### src/rtl/keypad_frontend.sv
// Keypad and door-sensor front end: scans a 4x4 active-low matrix, debounces keys and door,
// and turns them into key/door events on a registered valid/ready stream.
package safe_pkg;
  typedef enum logic [3:0] {
    KEY_0       = 4'd0,
    KEY_1       = 4'd1,
    KEY_2       = 4'd2,
    KEY_3       = 4'd3,
    KEY_4       = 4'd4,
    KEY_5       = 4'd5,
    KEY_6       = 4'd6,
    KEY_7       = 4'd7,
    KEY_8       = 4'd8,
    KEY_9       = 4'd9,
    KEY_OK      = 4'd10,
    KEY_CLEAR   = 4'd11,
    DOOR_SEALED = 4'd12
  } data_in;
endpackage

module keypad_frontend #(
  parameter int SCAN_DIV       = 1000,
  parameter int DEBOUNCE_SCANS = 4
) (
  input  logic             clk_i,
  input  logic             arst_n_i,
  output logic [3:0]       col_o,
  input  logic [3:0]       row_i,
  input  logic             door_closed_i,
  output safe_pkg::data_in data_out_o,
  output logic             data_out_valid_o,
  input  logic             data_out_ready_i
);
  import safe_pkg::*;

  localparam int DIV_W = (SCAN_DIV > 1) ? $clog2(SCAN_DIV) : 1;
  localparam int DB_W  = $clog2(DEBOUNCE_SCANS + 1);
  localparam logic [DIV_W-1:0] DIV_LAST = DIV_W'(SCAN_DIV - 1);
  localparam logic [DB_W-1:0]  DB_MAX   = DB_W'(DEBOUNCE_SCANS);

  typedef enum logic [1:0] {IDLE, WAIT_REL, CLEAR_HOLD} state_e;
  typedef enum logic [1:0] {SRC_DOOR, SRC_KEY, SRC_CLEAR} src_e;

  function automatic logic [DB_W-1:0] sat_inc(input logic [DB_W-1:0] v);
    return (v == DB_MAX) ? v : v + DB_W'(1);
  endfunction

  // Snapshot bit index is col*4+row; column 3 (A-D) is never mapped.
  function automatic data_in code_of_idx(input logic [3:0] idx);
    case (idx)
      4'd0:    return KEY_1;
      4'd1:    return KEY_4;
      4'd2:    return KEY_7;
      4'd3:    return KEY_CLEAR;
      4'd4:    return KEY_2;
      4'd5:    return KEY_5;
      4'd6:    return KEY_8;
      4'd7:    return KEY_0;
      4'd8:    return KEY_3;
      4'd9:    return KEY_6;
      4'd10:   return KEY_9;
      4'd11:   return KEY_OK;
      default: return KEY_0;
    endcase
  endfunction

  logic [3:0]       row_s1_q, row_s2_q;
  logic             door_s1_q, door_s2_q;
  logic [DIV_W-1:0] div_cnt_q;
  logic [1:0]       col_q;
  logic [15:0]      snap_q, prev_q;
  logic             scan_stb_q;
  logic [DB_W-1:0]  key_cnt_q, key_cnt_d, door_cnt_q, door_cnt_d;
  logic [11:0]      keys_db_q;
  logic             door_prev_q, door_db_q;
  logic             tick, door_rise;

  always_ff @(posedge clk_i or negedge arst_n_i) begin
    if (!arst_n_i) begin
      row_s1_q  <= 4'hF;
      row_s2_q  <= 4'hF;
      door_s1_q <= 1'b0;
      door_s2_q <= 1'b0;
    end else begin
      row_s1_q  <= row_i;
      row_s2_q  <= row_s1_q;
      door_s1_q <= door_closed_i;
      door_s2_q <= door_s1_q;
    end
  end

  assign tick  = (div_cnt_q == DIV_LAST);
  assign col_o = ~(4'b0001 << col_q);

  always_ff @(posedge clk_i or negedge arst_n_i) begin
    if (!arst_n_i) begin
      div_cnt_q  <= '0;
      col_q      <= 2'd0;
      snap_q     <= '0;
      scan_stb_q <= 1'b0;
    end else begin
      div_cnt_q  <= tick ? '0 : div_cnt_q + DIV_W'(1);
      scan_stb_q <= tick && (col_q == 2'd3);
      if (tick) begin
        snap_q[{col_q, 2'b00} +: 4] <= ~row_s2_q;
        col_q                       <= col_q + 2'd1;
      end
    end
  end

  // Debounce: strobe fires one cycle after column 3 lands, so snap_q is a complete scan.
  always_comb begin
    key_cnt_d  = key_cnt_q;
    door_cnt_d = door_cnt_q;
    if (scan_stb_q) begin
      key_cnt_d  = (snap_q == prev_q) ? sat_inc(key_cnt_q) : '0;
      door_cnt_d = (door_s2_q == door_prev_q) ? sat_inc(door_cnt_q) : '0;
    end
  end

  assign door_rise = scan_stb_q && (door_cnt_d == DB_MAX) && door_s2_q && !door_db_q;

  always_ff @(posedge clk_i or negedge arst_n_i) begin
    if (!arst_n_i) begin
      prev_q      <= '0;
      key_cnt_q   <= '0;
      keys_db_q   <= '0;
      door_prev_q <= 1'b0;
      door_cnt_q  <= '0;
      door_db_q   <= 1'b0;
    end else begin
      key_cnt_q  <= key_cnt_d;
      door_cnt_q <= door_cnt_d;
      if (scan_stb_q) begin
        prev_q      <= snap_q;
        door_prev_q <= door_s2_q;
        if (key_cnt_d == DB_MAX)  keys_db_q <= snap_q[11:0];
        if (door_cnt_d == DB_MAX) door_db_q <= door_s2_q;
      end
    end
  end

  logic [3:0] n_keys;
  logic       cls_none, cls_single, single_clear;
  data_in     key_code;

  always_comb begin
    n_keys       = 4'($countones(keys_db_q));
    cls_none     = (n_keys == 4'd0);
    cls_single   = (n_keys == 4'd1);
    single_clear = cls_single && keys_db_q[3];
    key_code     = KEY_0;
    for (int i = 0; i < 12; i++) begin
      if (keys_db_q[i]) key_code = code_of_idx(4'(i));
    end
  end

  state_e state_q, state_d;
  logic   key_set, clear_req;

  always_ff @(posedge clk_i or negedge arst_n_i) begin
    if (!arst_n_i) state_q <= IDLE;
    else           state_q <= state_d;
  end

  always_comb begin
    state_d = state_q;
    case (state_q)
      IDLE: begin
        if (single_clear)                  state_d = CLEAR_HOLD;
        else if (!cls_none)                state_d = WAIT_REL;
      end
      WAIT_REL: begin
        if (cls_none)                      state_d = IDLE;
      end
      CLEAR_HOLD: begin
        if (cls_none)                      state_d = IDLE;
        else if (!single_clear)            state_d = WAIT_REL;
      end
      default:                             state_d = IDLE;
    endcase
  end

  always_comb begin
    key_set   = (state_q == IDLE) && cls_single && !single_clear;
    clear_req = (state_q == CLEAR_HOLD) && single_clear;
  end

  logic   valid_q, valid_d, hs;
  data_in data_q, data_d, key_code_q;
  src_e   src_q, src_d;
  logic   key_pend_q, door_pend_q, key_clr, door_clr, key_avail, door_avail;

  assign hs         = valid_q && data_out_ready_i;
  assign door_clr   = hs && (src_q == SRC_DOOR);
  assign key_clr    = hs && (src_q == SRC_KEY);
  assign door_avail = door_pend_q && !door_clr;
  assign key_avail  = key_pend_q && !key_clr;

  // A presented word is held until accepted, except a CLEAR whose hold has ended.
  always_comb begin
    valid_d = valid_q;
    data_d  = data_q;
    src_d   = src_q;
    if (valid_q && !data_out_ready_i) begin
      if (src_q == SRC_CLEAR && !clear_req) valid_d = 1'b0;
    end else begin
      valid_d = 1'b1;
      if (door_avail) begin
        data_d = DOOR_SEALED;
        src_d  = SRC_DOOR;
      end else if (key_avail) begin
        data_d = key_code_q;
        src_d  = SRC_KEY;
      end else if (clear_req) begin
        data_d = KEY_CLEAR;
        src_d  = SRC_CLEAR;
      end else begin
        valid_d = 1'b0;
      end
    end
  end

  always_ff @(posedge clk_i or negedge arst_n_i) begin
    if (!arst_n_i) begin
      valid_q     <= 1'b0;
      data_q      <= KEY_0;
      src_q       <= SRC_DOOR;
      key_pend_q  <= 1'b0;
      key_code_q  <= KEY_0;
      door_pend_q <= 1'b0;
    end else begin
      valid_q     <= valid_d;
      data_q      <= data_d;
      src_q       <= src_d;
      door_pend_q <= door_rise || door_avail;
      key_pend_q  <= key_set || key_avail;
      if (key_set && !key_avail) key_code_q <= key_code;
    end
  end

  assign data_out_o       = data_q;
  assign data_out_valid_o = valid_q;

endmodule

### config.mk
export PLATFORM = sky130hd
export DESIGN_NAME = keypad_frontend
export DESIGN_NICKNAME = d
export VERILOG_FILES = /design/src/rtl/keypad_frontend.sv
export SDC_FILE = /design/constraint.sdc
export NUM_CORES = 1
export LEC_CHECK = 0
export ABC_AREA = 1
export BUFFER_PORTS_ARGS = -buffer_cell sky130_fd_sc_hd__buf_4
export CAP_MARGIN = 20
export CORE_MARGIN = 4
export CORE_UTILIZATION = 41
export DETAILED_ROUTE_END_ITERATION = 10
export PLACE_DENSITY_LB_ADDON = 0.25
export SYNTH_ARGS = -nofsm -noshare
export SYNTH_HDL_FRONTEND = slang
export SYNTH_SLANG_ARGS = --single-unit
### constraint.sdc
create_clock -name clk_i -period 7.5 [get_ports clk_i]
set_clock_uncertainty 0.05 [all_clocks]
set_input_delay 0.75 -clock clk_i [delete_from_list [all_inputs] [get_ports clk_i]]
set_output_delay 0.75 -clock clk_i [all_outputs]
set_load 0.005 [all_outputs]
==> results.json <==
{
  "setup_tns_ns": 0,
  "mostFrequentLayoutCells": "nand2_1, inv_1, dfrtp_1",
  "path_class": "flop to flop",
  "ctsResizeCount": 0,
  "slew_violations": 0,
  "critPathMaxFanout": 6,
  "leakage_uw": 0.002478,
  "vias_per_cell": 4.648,
  "synth.distinct_cells": 38,
  "clock-sinks": 90,
  "busiest_layer": "met2",
  "dieArea_sq_um": 12800,
  "min_period_ns": 4.241,
  "die_y_microns": 113.2,
  "maxSlewHeadroom": 0.4299,
  "start_kind": "flop",
  "path_buf_inv": 3,
  "path_clk_slew_ns": 0.08,
  "wl_per_cell_microns": 11.65,
  "grt_pass1_vias": 3218,
  "setup_viol": 0,
  "ys_seq_area_frac": 0.4990,
  "ys_async_sr_fraction": 1.000,
  "io_buffers": 16,
  "cp_top_family": "adder cells",
  "p_sw_uw": 217.4,
  "gr-usage-met2": 0.2291,
  "grtUsageMet3": 0.03529,
  "postSynthCellCount": 526,
  "drt_iter0_drc": 101,
  "met1_usage": 0.1806,
  "slowest_stage": "fa_1",
  "power.share.switching": 0.2358,
  "critPathCaptureType": "flop",
  "dr_total_vias": 3212,
  "period_share": 0.5654,
  "syn2layout_area_growth_pct": 10.07,
  "worst_pin_slew_ns": 0.8552,
  "overflow": 0,
  "seqCellArea_sq_um": 2262,
  "min_path_type": "input pin to asynchronous set/reset pin",
  "grt_max_degree": 70,
  "grtUsageTotal": 0.1383,
  "synth-main-ff-cell": "dfrtp_1",
  "place_congestion": 0.7354,
  "final_area_sq_um": 4990,
  "postCtsSetupRepairBufs": 0,
  "p_int_uw": 704.4,
  "combPwrFrac": 0.073,
  "worstPathArrival_ns": 4.47,
  "yosysWarnings": 0,
  "crit_required_ns": 7.73,
  "cp_slowest_stage_delay_ns": 0.53,
  "io_pins": 17,
  "fill_cells": 1061,
  "vdd.ir_drop.worst_v": 0.0001260,
  "path_cells": "fa_1, fa_1, inv_1, fa_1, fa_1, inv_1, ha_1, inv_1, fa_1, nor2_1, nand2_1, nand2_1, nand2_1, nor2_1, nand2_1, nor2_2, nand3_1, nand2_1, nor2_1, nor2_1",
  "ctsHoldBuffers": 0,
  "core_area_sq_um": 10840,
  "drive_gt1_frac": 0.1506,
  "ys_ff_latch": 90,
  "rsz0062_at_grt": "no",
  "final_common_cell": "nand2_1",
  "pwr-share-clk": 0.368,
  "cts_buffers": 9,
  "fmax_ghz": 0.2358,
  "cellPowerDensity_nw_per_um2": 184.7,
  "clock_latency_ns": 0.36,
  "htreeDepth": 3,
  "clock-root-buffer": "clkbuf_8",
  "ant_nets": 0,
  "status": "complete, no violations",
  "initial_utilization": 0.4182,
  "hpwl_microns": 5909,
  "p_seq_frac": 0.559,
  "ctsLongestPathBuffers": 2,
  "die-width_microns": 113.2,
  "placed_area_sq_um": 4783,
  "grt_pass1_wl_microns": 14410,
  "cts_tree": "done",
  "synth_edf_count": 0,
  "hold_viol": 0,
  "antenna_found_initial": 0,
  "firstDrtPassIters": 4,
  "drv_cap": 0,
  "synth_area_sq_um": 4533,
  "antenna_cells": 0,
  "fp-row-count": 38,
  "drc_errors": 0,
  "multi_input_area_sq_um": 1866,
  "synth_fp_nets": 556,
  "wl_microns": 8048,
  "fin_nets": 576,
  "synth.avg_cell_area_sq_um": 8.618
}
[area by class of cell]
| class | instances | area share |
|---|---|---|
| repair buffers | 18 | 0.02708 |
| flip-flops and latches | 90 | 0.4534 |
| well taps | 140 | 0.03511 |
| multi-input cells | 335 | 0.3739 |
| clock inverters | 4 | 0.01028 |
| inverters | 92 | 0.06921 |
| clock buffers | 12 | 0.03109 |
[worst register-to-register path, delay by kind of cell (launching register included)]
| family | cells | cell delay, ns |
|---|---|---|
| adder cells (fa/ha/maj) | 6 | 2.43 |
| buffers and inverters | 3 | 0.16 |
| flip-flops | 1 | 0.47 |
| AND/OR/NAND/NOR | 11 | 1.06 |
[power groups by stage]
stage	logic [uW]	clock network [uW]	registers (uW)
after global placement	67.4	0	525
after CTS	69.1	350	516
after global routing	77.8	372	518
final	67.3	339	515
after detailed placement	69.1	0	525
after floorplan	31.3	0	524
[path summary, 6_finish.rpt]
check | start | to | slack, ns | depth (start not counted)
worst max-delay path | keys_db_q[5]$_DFFE_PN0P_ | data_out_o[3]$_DFFE_PN0P_ | 3.26 | 20
worst min-delay path | arst_n_i | door_pend_q$_DFF_PN0_ | 0.22 | 1
worst max register to register | keys_db_q[5]$_DFFE_PN0P_ | data_out_o[3]$_DFFE_PN0P_ | 3.26 | 20
worst min register to register | row_s1_q[3]$_DFF_PN1_ | row_s2_q[3]$_DFF_PN1_ | 0.31 | 0
max in group asynchronous | arst_n_i | prev_q[3]$_DFFE_PN0P_ | 6.05 | 2
min in group clk_i | row_s1_q[3]$_DFF_PN1_ | row_s2_q[3]$_DFF_PN1_ | 0.31 | 0
[Yosys cell counts (all sizes together), types with 4 or more instances]
master,number,area (sq um)
nand2,135,569.3
inv,92,345.3
dfrtp,82,2052
nor2,46,212.7
o21ai,46,230.2
nand3,29,150.1
ha,15,187.7
a21oi,12,60.06
nand4,11,68.82
nor3,9,45.04
dfstp,8,210.2
fa,7,140.1
buf,6,48.79
o31ai,4,35.03
xor2,4,35.03
[logic make-up (layout without fill, tap and decap cells)]
logic type	Yosys count	in the layout	share of synthesized area
DFF	90	90	0.4990
adders and majority gates	22	22	0.07231
xor gates and xnor gates	6	6	0.01159
buffers and inverters	101	126	0.08943
AOI/OAI and AO/OA	71	71	0.08832
and+or+nand+nor	236	236	0.2393
[layer usage]
layer / share of wire / vias up
met5: 0 / -
met1: 0.49 / 1464
met2: 0.47 / 46
li1: - / 1690
met3: 0.032 / 12
met4: 0.013 / 0
[stage by stage]
step	instances	util	power, uW	worst slack (ns)	hold WS, ns
2_1_floorplan	526	-	555.6	3.491	0.2812
3_5_place_dp	675	0.4413	593.9	3.213	0.2847
3_3_place_gp	675	0.4413	592.2	3.344	0.2862
4_1_cts	691	0.4603	934.7	3.222	0.2125
5_1_grt	691	0.4603	967.6	2.883	0.2157
6_report	691	0.4603	921.7	3.259	0.2156
[flip-flops by register name, indices dropped and copies added, names as in the netlist]
| register | count |
|---|---|
| prev_q | 16 |
| snap_q | 16 |
| keys_db_q | 12 |
| div_cnt_q | 10 |
| data_out_o | 4 |
| key_code_q | 4 |
| row_s1_q | 4 |
| row_s2_q | 4 |
| door_cnt_q | 3 |
| key_cnt_q | 3 |
| col_q | 2 |
| src_q | 2 |
| state_q | 2 |
| data_out_valid_o | 1 |
| door_db_q | 1 |
| door_pend_q | 1 |
| door_prev_q | 1 |
| door_s1_q | 1 |
| door_s2_q | 1 |
| key_pend_q | 1 |
| scan_stb_q | 1 |
(Power assumes the default switching activity.)
